==> src/rtl/picture_load_ctrl.sv <==
// Picture BRAM write sequencer: packs R,G,B UART bytes into 18-bit pixels,
// writes them in row-major order, flags a full frame and drops stalled frames.
module picture_load_ctrl #(
    parameter int H_SIZE         = 607,
    parameter int V_SIZE         = 455,
    parameter int ADDR_W         = 19,
    parameter int TIMEOUT_CYCLES = 10_000_000
) (
    input  logic              clk,
    input  logic              reset,
    input  logic [7:0]        rx_data,
    input  logic              rx_ready,
    output logic              wr_en,
    output logic [ADDR_W-1:0] wr_addr,
    output logic [17:0]       wr_data,
    output logic              busy,
    output logic              loaded,
    output logic              timeout,
    output logic [1:0]        dbg_state
);

    // Byte interface: rx_data is meaningful only in a cycle where rx_ready is
    // high; every such cycle is consumed, there is no back-pressure.

    localparam int GAP_W = $clog2(TIMEOUT_CYCLES + 1);
    localparam logic [ADDR_W-1:0] LAST_PIX = ADDR_W'(H_SIZE * V_SIZE - 1);
    localparam logic [GAP_W-1:0]  GAP_LAST = GAP_W'(TIMEOUT_CYCLES - 1);

    typedef enum logic [1:0] {
        IDLE = 2'd0,
        RECV = 2'd1,
        DONE = 2'd2
    } state_t;

    state_t            state, state_d;
    logic [1:0]        ph, ph_d;
    logic [5:0]        r_lat, r_d;
    logic [5:0]        g_lat, g_d;
    logic [ADDR_W-1:0] pix, pix_d;
    logic [GAP_W-1:0]  gap, gap_d;
    logic              fin, fin_d;
    logic              wr_en_d;
    logic [ADDR_W-1:0] wr_addr_d;
    logic [17:0]       wr_data_d;
    logic              loaded_d;
    logic              timeout_d;
    logic              unused_low_bits;

    assign unused_low_bits = ^rx_data[1:0];

    always_ff @(posedge clk) begin
        if (reset) begin
            state   <= IDLE;
            ph      <= 2'd0;
            r_lat   <= 6'd0;
            g_lat   <= 6'd0;
            pix     <= '0;
            gap     <= '0;
            fin     <= 1'b0;
            wr_en   <= 1'b0;
            wr_addr <= '0;
            wr_data <= 18'd0;
            loaded  <= 1'b0;
            timeout <= 1'b0;
        end else begin
            state   <= state_d;
            ph      <= ph_d;
            r_lat   <= r_d;
            g_lat   <= g_d;
            pix     <= pix_d;
            gap     <= gap_d;
            fin     <= fin_d;
            wr_en   <= wr_en_d;
            wr_addr <= wr_addr_d;
            wr_data <= wr_data_d;
            loaded  <= loaded_d;
            timeout <= timeout_d;
        end
    end

    always_comb begin
        state_d   = state;
        ph_d      = ph;
        r_d       = r_lat;
        g_d       = g_lat;
        pix_d     = pix;
        gap_d     = gap;
        fin_d     = 1'b0;
        wr_en_d   = 1'b0;
        wr_addr_d = wr_addr;
        wr_data_d = wr_data;
        loaded_d  = loaded;
        timeout_d = 1'b0;

        case (state)
            IDLE, DONE: begin
                if (rx_ready) begin
                    state_d  = RECV;
                    r_d      = rx_data[7:2];
                    ph_d     = 2'd1;
                    gap_d    = '0;
                    pix_d    = '0;
                    loaded_d = 1'b0;
                end
            end
            RECV: begin
                if (fin) begin
                    // Final write is on the bus this cycle; DONE and loaded
                    // follow it so busy falls exactly as loaded rises.
                    if (rx_ready) begin
                        r_d   = rx_data[7:2];
                        ph_d  = 2'd1;
                        gap_d = '0;
                        pix_d = '0;
                    end else begin
                        state_d  = DONE;
                        loaded_d = 1'b1;
                    end
                end else if (rx_ready) begin
                    gap_d = '0;
                    case (ph)
                        2'd1: begin
                            g_d  = rx_data[7:2];
                            ph_d = 2'd2;
                        end
                        2'd2: begin
                            wr_en_d   = 1'b1;
                            wr_addr_d = pix;
                            wr_data_d = {r_lat, g_lat, rx_data[7:2]};
                            ph_d      = 2'd0;
                            if (pix == LAST_PIX) begin
                                fin_d = 1'b1;
                            end else begin
                                pix_d = pix + 1'b1;
                            end
                        end
                        default: begin
                            r_d  = rx_data[7:2];
                            ph_d = 2'd1;
                        end
                    endcase
                end else if (gap == GAP_LAST) begin
                    timeout_d = 1'b1;
                    state_d   = IDLE;
                    pix_d     = '0;
                    ph_d      = 2'd0;
                    gap_d     = '0;
                end else begin
                    gap_d = gap + 1'b1;
                end
            end
            default: state_d = IDLE;
        endcase
    end

    assign busy      = (state == RECV);
    assign dbg_state = state;

endmodule

==> config.mk <==
export PLATFORM = sky130hd
export DESIGN_NAME = picture_load_ctrl
export DESIGN_NICKNAME = d
export VERILOG_FILES = /design/src/rtl/picture_load_ctrl.sv
export SDC_FILE = /design/constraint.sdc
export NUM_CORES = 1
export LEC_CHECK = 0
export ABC_AREA = 1
export CORE_MARGIN = 10
export CORE_UTILIZATION = 53
export CTS_BUF_LIST = sky130_fd_sc_hd__clkbuf_8
export CTS_CLUSTER_SIZE = 10
export DETAILED_ROUTE_END_ITERATION = 8
export PLACE_DENSITY = 0.79
export RECOVER_POWER = 25
export SLEW_MARGIN = 0
export SYNTH_ARGS = -nofsm -noshare
export SYNTH_HDL_FRONTEND = slang
export SYNTH_SLANG_ARGS = --single-unit
==> constraint.sdc <==
create_clock -name clk -period 1.7 [get_ports clk]
set_input_delay 0.34 -clock clk [delete_from_list [all_inputs] [get_ports clk]]
set_output_delay 0.34 -clock clk [all_outputs]
set_load 0.02 [all_outputs]
**After elaboration in Yosys (flattened, before gate mapping)**

Cells that the tools add are included.
Widths: inputs -> output; s select.

- Bits in latches: 0
- Bits in writable memories: 0
- Memories: 0
- Bits in read-only memories: 0
- Word-level logic and storage cells: 82
- Register bits after elaboration: 100
- Bits of input ports: 11

- Div/mod/pow operators: 0
- Reduce and logical (&&, ||, !) cells: 14
- Multiply operators: 0
- Order comparisons: 0
- Bitwise operators: 4
- Add/subtract/negate cells: 2
- Shifts and indexed selects: 0
- Muxes and demuxes: 35
- Equality and inequality tests: 15

Operators by type and width:

| cell | number |
|---|---|
| $mux 19 | 6 |
| $mux 24 | 4 |
| $pmux 24 s2 | 1 |
| $pmux 19 s2 | 1 |
| $add 24x1->24 const B | 1 |
| $eq 24x24->1 const B | 1 |
| $mux 6 | 4 |
| $add 19x1->19 const B | 1 |
| $eq 19x19->1 const B | 1 |
| $mux 2 | 8 |
| $reduce_and 4->1 | 4 |
| $pmux 2 s2 | 3 |
| $pmux 6 s2 | 1 |
| $ne 4x2->1 const B | 2 |
| $reduce_or 4->1 | 2 |
| $mux 1 | 6 |
| $ne 3x2->1 const B | 2 |
| $reduce_and 3->1 | 2 |
| $reduce_or 5->1 | 1 |
| $eq 2x1->1 const B | 2 |
| $eq 2x2->1 const B | 2 |
| $ne 2x2->1 const B | 2 |
| $ne 4x4->1 const B | 1 |
| $not 1->1 | 4 |
| other kinds (7) | 8 |

**Longest topological paths before layout**

Gate-level depths: netlist of the first run.

- Word-level depth: 6
- Depth in mapped cells: 11
- Gate-level depth less buffers: 11

**Worst setup path after synthesis of the first run**

No wires, ideal clock.

- Path type: reg2reg
- Start point: reg state[0] (netlist: dbg_state[0])
- End point: reg pix[16]
- Cell stages (with the launch flop): 11
- Clock period less this slack: 1.722 ns
- Slack: -0.022 ns
- Arrival time: 1.651 ns
- Buffers on the path: 0
- Setup time: 0.070 ns
- Cells stage by stage: dfxtp_1 > inv_2 > nor2_8 > nand2_4 > nor2_8 > inv_2 > a21oi_4 > inv_2 > nand2_4 > nand2_1 > a21oi_2

- Elaborated cells between the ends (all ways): 10
- Those cells by class: eq/ne (5); mux (1); reduce/logical (4)

RTL lines:

| what | RTL line | source |
|---|---|---|
| start, declared | 35 | `state_t state, state_d;` |
| start signal, assigned | 66 | `state <= state_d;` |
| $eq 2x1->1 * | n/a |  |
| named net busy | 16 | `output logic busy,` |
| $ne 4x2->1 (no source line) (tied with other cells) | n/a |  |
| $reduce_and 4->1 (no source line) | n/a |  |
| end signal, assigned | 70 | `pix <= pix_d;` |
| end, declared | 39 | `logic [ADDR_W-1:0] pix, pix_d;` |

Mark *: on every way through the listed nets, which the timed path passes. The rest lies on a longest branch.
A chain may end at the register's enable or synchronous reset.

**Final worst setup path of the first run**

- Start point: reg pix[1]
- End point: reg pix[8]

- Cells in the longest elaborated chain, start to end: 6
- Elaborated cells between the ends (all ways): 9
- Those cells by class: add/sub (1); eq/ne (2); mux (5); reduce/logical (1)

RTL lines:

| what | RTL line | source |
|---|---|---|
| $add 19x1->19 | 134 | `pix_d = pix + 1'b1;` |
| $mux 19 | 131 | `if (pix == LAST_PIX) begin` |
| $mux 19 | 121 | `case (ph)` |
| $mux 19 | 119 | `end else if (rx_ready) begin` |
| $mux 19 | 107 | `if (fin) begin` |
| $pmux 19 s2 | 95 | `case (state)` |

Several ways; a longest one is shown, not always the timed one. The select of a mux whose other input is x is not followed.

==> impl_metrics.py, run 1 <==
metrics = {
    "setup_path": {
        "worstPathArrival_ns": 2.02,
        "regToRegStartpoint": "pix[1]",
        "reg2reg_slack_ns": -0.05,
        "worst_r2r_endpoint": "pix[8]",
        "path_class": "flop to flop",
        "path_delay_family": "simple AND/OR/NAND/NOR gates",
        "slowest_delay_ns": 0.36,
        "crit_path_start_kind": "flop",
        "cp_cell_sequence": "inv_2 -> ha_4 -> nand4_1 -> nor2_1 -> nand2_2 -> a21oi_4 -> buf_12 -> nor2_8 -> clkbuf_16 -> o21ai_2 -> nor2_1",
        "cp_data_required_time_ns": 1.97,
        "cp_max_fo": 7,
        "ff2ff_path_depth": 11,
        "cp-end-kind": "flop",
        "cp_common_cell": "nor2_1",
        "crit_buf_inv": 3,
        "critPathSlowestCell": "dfxtp_2",
    },
    "place": {
        "portBuffers": 51,
        "placed_cells": 966,
        "placed_area_um2": 6290,
        "place_hpwl_mm": 10.8,
        "globalplace.congestion": 0.991,
    },
    "synth": {
        "ys_seq_area_share_pct": 39.9,
        "ys.flop_type": "dfxtp_1",
        "yosys_register_bits": 100,
        "synthCells": 724,
        "yosysWarnings": 0,
        "synth_edf_count": 0,
        "ys_async_sr_fraction_pct": 0,
        "syn_area_per_cell_um2": 6.93,
        "syn_area_um2": 5020,
        "synth.distinct_cells": 39,
        "syn-num-nets": 740,
    },
    "die": {
        "die_h_um": 117,
        "fp.dieW_um": 117,
        "boundaryPins": 54,
        "fp.coreArea_um2": 9240,
        "rows": 35,
        "die_area_um2": 13800,
        "initial_core_util_pct": 54.3,
    },
    "global_route": {
        "track_usage_pct": 20.2,
        "gr-total-overflow": 0,
        "first_global_vias": 5000,
        "antenna_found_initial": 0,
        "grt_max_degree": 33,
        "grt_pass1_wl_mm": 24.0,
    },
    "timing": {
        "rsz0062_at_grt": "true",
        "worstMarginPinSlew_ns": 0.451,
        "worst_slack_ns": -0.0502,
        "fmax_ghz": 0.571,
        "slew_violations": 0,
        "setup_viol": 8,
        "fin_skew_ns": 0.0147,
        "min_period_over_period_pct": 103,
        "max_slew_margin_pct": 69.8,
        "fin_crit_ns": 1.75,
        "finalHoldViolations": 0,
    },
    "layout": {
        "diodes": 0,
        "layout.cells.non_filler": 994,
        "fin_area_um2": 6740,
        "drive_gt1_share_pct": 27.2,
        "area_growth_pct": 34.3,
        "fin_nets": 876,
    },
    "cts": {
        "clkLatencyLatePin_ns": 0.37,
        "cts.sinks": 100,
        "htree_levels": 3,
        "clockRootBuffer": "clkbuf_8",
        "cts_max_path_buffers": 2,
        "ctsHoldBuffers": 0,
        "clkTransAtPathRegs_ns": 0.11,
        "cts_buffers": 9,
        "cts_tree": "built",
    },
    "power_and_ir_drop": {
        "p_per_area_nw_per_um2": 706,
        "peakVddDrop_mv": 0.444,
        "power.leakage_nw": 2.66,
    },
    "drt": {
        "drc": 0,
        "wl_mm": 15.5,
        "ant_nets": 0,
        "vias_per_cell": 5.50,
        "dr.pass1.iters": 5,
        "num_vias": 5469,
        "drtIter0Drc": 625,
        "wl_per_cell_um": 15.6,
    },
    "min_path": {
        "min_from": "wr_data[10]",
        "hold_class": "flop to flop",
        "worstHoldPathCells": 2,
        "hold_path_end": "wr_data[10]",
    },
    "outcome": {
        "status": "complete, but fails checks",
        "violations": "negative setup slack",
    },
    "job": {
        "max_cap_violations": 0,
    },
}
## timing repair
action                                  CTS  global route
endpoints found under the setup margin   28            67
cloned                                    1             1
resized for setup                        17           123
buffers inserted                          3             7
pin swaps                                 0            27
## state kept, by name (all words and copies together) (netlist names)
name,cells
gap,24
pix,19
wr_addr,19
wr_data,18
g_lat,6
r_lat,6
dbg_state,2
ph,2
fin,1
loaded,1
timeout,1
wr_en,1
## kinds of logic after synthesis
logic type               after synthesis  share of synthesized area [%]
buffers and inverters                 97                           7.83
AND/OR/NAND/NOR                      355                           32.0
XOR/XNOR                              11                           1.92
adder cells (fa/ha/maj)                5                           1.25
AO/OA/AOI/OAI                        156                           17.1
flip-flops                           100                           39.9
## worst reg2reg max path: cells and delay by family, from the launching register on
| family | cells | cell delay, ns |
|---|---|---|
| fa+ha+maj | 1 | 0.14 |
| buf+inv | 3 | 0.39 |
| compound gates | 2 | 0.34 |
| flops | 1 | 0.36 |
| simple gates | 5 | 0.42 |
## layer usage
| metal | GRT usage (%) | part of all wire [%] |
|---|---|---|
| met5 | 0 | 0 |
| met4 | 6.10 | 2.0 |
| met3 | 4.80 | 8.4 |
| met2 | 31.0 | 46 |
| met1 | 27.2 | 43 |
## power by group
part | switching (mW) | total [mW] | internal [mW]
registers | 0.0448 | 2.44 | 2.40
clock network | 0.958 | 1.58 | 0.621
logic | 0.437 | 0.737 | 0.300
total | 1.44 | 4.76 | 3.32
## per-stage QoR
step | total power, mW | hold slack [ns] | utilization [%] | setup slack [ns] | setup TNS [ns]
after floorplan | 2.85 | 0.450 | - | 0.0904 | 0
after global placement | 3.09 | 0.462 | 68.1 | -0.241 | -14.75
after detailed placement | 3.11 | 0.473 | 68.1 | -0.282 | -18.40
after CTS | 4.64 | 0.492 | 70.7 | 0.000168 | 0
after global routing | 4.95 | 0.524 | 73.0 | -0.126 | -1.86
final | 4.76 | 0.491 | 73.0 | -0.0502 | -0.181
## cell type report
class / instances / area [µm²]
fill: 682 / 2500
tap: 129 / 161
inverter: 70 / 273
multi-input combinational: 528 / 2880
sequential: 100 / 2030
timing repair buffer: 151 / 1190
clock buffer: 10 / 138
clock inverter: 6 / 62.6
## cell usage after synthesis, drive strengths merged, types with 2 or more instances
cell type  number  area share, %
dfxtp         100             40
o211ai          2           0.30
a21oi          56            6.6
xor2            9            1.6
ha              5            1.2
xnor2           2           0.35
nand4          13            1.6
nand3          46            5.2
nor4            4           0.50
nor3           12            1.2
o21ai          83            8.3
inv            70            5.2
o21a            2           0.30
nor2          136             11
o22ai           4           0.50
clkbuf         13            1.0
nor3b           2           0.30
buf            14            1.6
a31oi           5           0.62
nand2         139             12
o31ai           2           0.30
## placed cells by master, fill, tap and decap left out, drive strengths merged
cell and instances:
o31ai 2, clkdlybuf4s50 15, nor2 136, dlymetal6s2s 3, a31oi 5, dlygate4sd2 6, nor4 4, dfxtp 100
nand2 140, nand3 46, xor2 9, nor3 12, o21bai 1, o22ai 4, nand3b 1, nand4 13
inv 73, ha 5, o211ai 2, nor3b 2, and3 1, xnor2 2, o21a 2, a211oi 1
a21oi 56, buf 99, or2 1, clkbuf 38, o21ai 83, clkinv 3
## worst max path at each step
| stage | startpoint | to | slack, ns | depth (start not counted) |
|---|---|---|---|---|
| final | pix[1] | pix[8] | -0.05 | 11 |
| after global routing | pix[1] | pix[8] | -0.13 | 11 |
| after CTS | wr_addr[8] | wr_addr[8] | 0.0002 | 1 |
| after detailed placement | rx_ready | pix[8] | -0.28 | 9 |
| after global placement | rx_ready | pix[8] | -0.24 | 9 |
| after floorplan | dbg_state[1] | pix[16] | 0.09 | 9 |
Power figures use the tool's default switching activity.
==> run 2: changes to the inputs <==
--- a/config.mk
+++ b/config.mk
@@ -7,11 +7,11 @@
 export LEC_CHECK = 0
 export ABC_AREA = 1
 export CORE_MARGIN = 10
-export CORE_UTILIZATION = 53
+export CORE_UTILIZATION = 54
 export CTS_BUF_LIST = sky130_fd_sc_hd__clkbuf_8
 export CTS_CLUSTER_SIZE = 10
 export DETAILED_ROUTE_END_ITERATION = 8
-export PLACE_DENSITY = 0.79
+export PLACE_DENSITY = 0.77
 export RECOVER_POWER = 25
 export SLEW_MARGIN = 0
 export SYNTH_ARGS = -nofsm -noshare
==> constraint.sdc (replaced) <==
create_clock -name clk -period 2 [get_ports clk]
set_input_delay 0.4 -clock clk [delete_from_list [all_inputs] [get_ports clk]]
set_output_delay 0.4 -clock clk [all_outputs]
set_load 0.02 [all_outputs]
==> impl_metrics.py, run 2 (synthesized netlist as in run 1, its figures left out) <==
metrics = {
    "die": {
        "fp.coreArea_um2": 9150,
        "fp.dieW_um": 116,
        "initial_core_util_pct": 54.8,
        "die_area_um2": 13600,
        "rows": 35,
        "boundaryPins": 54,
        "die_h_um": 116,
    },
    "layout": {
        "reg_top3": "gap: 24 flops, pix: 19 flops, wr_addr: 19 flops",
        "regArea_um2": 2000,
        "drive_gt1_share_pct": 11.0,
        "fin_nets": 803,
        "fillers": 816,
        "regMostFlops": "gap",
        "layout_common_cells": "nor2_1 (131), nand2_1 (125), dfxtp_1 (99)",
        "multi_input_area_um2": 2630,
        "largest_reg_flops": 24,
        "layout_commonest_cell": "nor2_1",
        "diodes": 0,
        "fin_area_um2": 6030,
        "area_growth_pct": 20.1,
    },
    "timing": {
        "fin_setup_tns_ns": 0,
        "min_period_over_period_pct": 95.9,
        "rsz0062_at_grt": "false",
        "slew_violations": 0,
        "fin_crit_ns": 1.92,
        "worst_slack_ns": 0.0815,
        "setup_viol": 0,
        "whs_ns": 0.489,
        "worstMarginPinSlew_ns": 0.534,
        "fin_skew_ns": 0.0138,
        "max_slew_margin_pct": 64.2,
        "fmax_ghz": 0.521,
        "finalHoldViolations": 0,
    },
    "drt": {
        "wl_mm": 13.3,
        "wl_per_cell_um": 14.7,
        "ant_nets": 0,
        "vias_per_cell": 5.56,
        "drtIter0Drc": 394,
        "dr.pass1.iters": 5,
        "drc": 0,
        "num_vias": 5021,
    },
    "power_and_ir_drop": {
        "peakVddDrop_mv": 0.347,
        "power.leakage_nw": 2.20,
        "p_int_mw": 2.74,
        "power.switching_mw": 1.11,
        "p_clk_share_pct": 33.1,
        "p_seq_share_pct": 54.2,
        "p_per_area_nw_per_um2": 637,
        "combPwrFrac_pct": 12.7,
        "swShare_pct": 28.8,
    },
    "setup_path": {
        "critPathLaunch": "dbg_state[1]",
        "critPathSlowestCell": "clkdlybuf4s50_1",
        "worst_r2r_endpoint": "pix[7]",
        "cp_data_required_time_ns": 1.60,
        "slowest_delay_ns": 0.67,
        "cp_cell_sequence": "clkdlybuf4s50_1",
        "regToRegStartpoint": "gap[0]",
        "path_delay_family": "buffers and inverters",
        "path_class": "flop to output port",
        "crit_buf_inv": 1,
        "reg2reg_slack_ns": 0.19,
        "crit_path_start_kind": "flop",
        "cp-end-kind": "output port",
        "ff2ff_path_depth": 10,
        "cp_max_fo": 4,
        "worstPathArrival_ns": 1.52,
    },
    "job": {
        "max_cap_violations": 0,
    },
    "global_route": {
        "antenna_found_initial": 0,
        "first_global_vias": 4604,
        "gr-total-overflow": 0,
        "track_usage_pct": 19.8,
        "grt_pass1_wl_mm": 21.8,
        "grt_max_degree": 52,
    },
    "cts": {
        "cts.sinks": 100,
        "cts_setup_buffers": 0,
        "clkTransAtPathRegs_ns": 0.10,
        "cts_buffers": 9,
        "cts_max_path_buffers": 2,
        "clockRootBuffer": "clkbuf_8",
        "ctsHoldBuffers": 0,
        "cts_tree": "built",
        "htree_levels": 3,
        "clkLatencyLatePin_ns": 0.37,
    },
    "min_path": {
        "min_from": "gap[23]",
        "worstHoldPathCells": 2,
        "hold_class": "flop to flop",
        "hold_path_end": "gap[23]",
    },
    "place": {
        "globalplace.congestion": 0.937,
        "placed_area_um2": 5840,
        "post-place-ws_ns": -0.0511,
        "place_hpwl_mm": 10.0,
        "portBuffers": 51,
    },
    "outcome": {
        "status": "finished, final reports clean",
    },
}
## run 2: per-stage QoR
stage	total power [mW]	cells	utilization [%]
finish	3.84	903	65.9
global placement	2.60	887	63.8
CTS	3.87	903	65.9
floorplan	2.42	724	-
detailed placement	2.61	887	63.8
global route	4.00	903	65.9
## run 2: power by group through the flow
stage	Combinational (mW)	Clock (mW)	Sequential [mW]
3_3_place_gp	0.477	0	2.12
3_5_place_dp	0.488	0	2.12
2_1_floorplan	0.304	0	2.12
5_1_grt	0.540	1.37	2.09
6_report	0.488	1.27	2.08
4_1_cts	0.489	1.31	2.08
## run 2: cell type report
cell class / count / share of cell area [%]
timing repair buffer: 79 / 13.3
multi-input combinational: 527 / 43.6
clock inverter: 6 / 0.934
clock buffer: 10 / 2.28
sequential: 100 / 33.2
tap: 111 / 2.30
inverter: 70 / 4.36
## run 2: worst max-delay path by stage
stage,to,slack (ns),cells after the start
after CTS,dbg_state[1],0.05,1
after floorplan,pix[16],0.28,10
final,dbg_state[1],0.08,1
after detailed placement,pix[16],-0.05,9
after global placement,r_lat[5],0.01,7
after global routing,dbg_state[1],0.008,1
## run 2: repair_timing
action                                 in CTS  in global routing
resized for setup                           1                  3
endpoints found under the hold margin       0                  0
cloned                                      0                  0
setup endpoints to repair                   1                  5
## run 2: metal layers
layer	GRT usage (%)	share of wire, %	wire length (µm)	vias to the layer above
met5	0	0	0	-
met4	7.34	1.3	172	0
met3	4.01	7.6	1020	17
met2	31.4	46	6160	174
met1	26.1	45	5970	2324
li1	-	-	-	2506
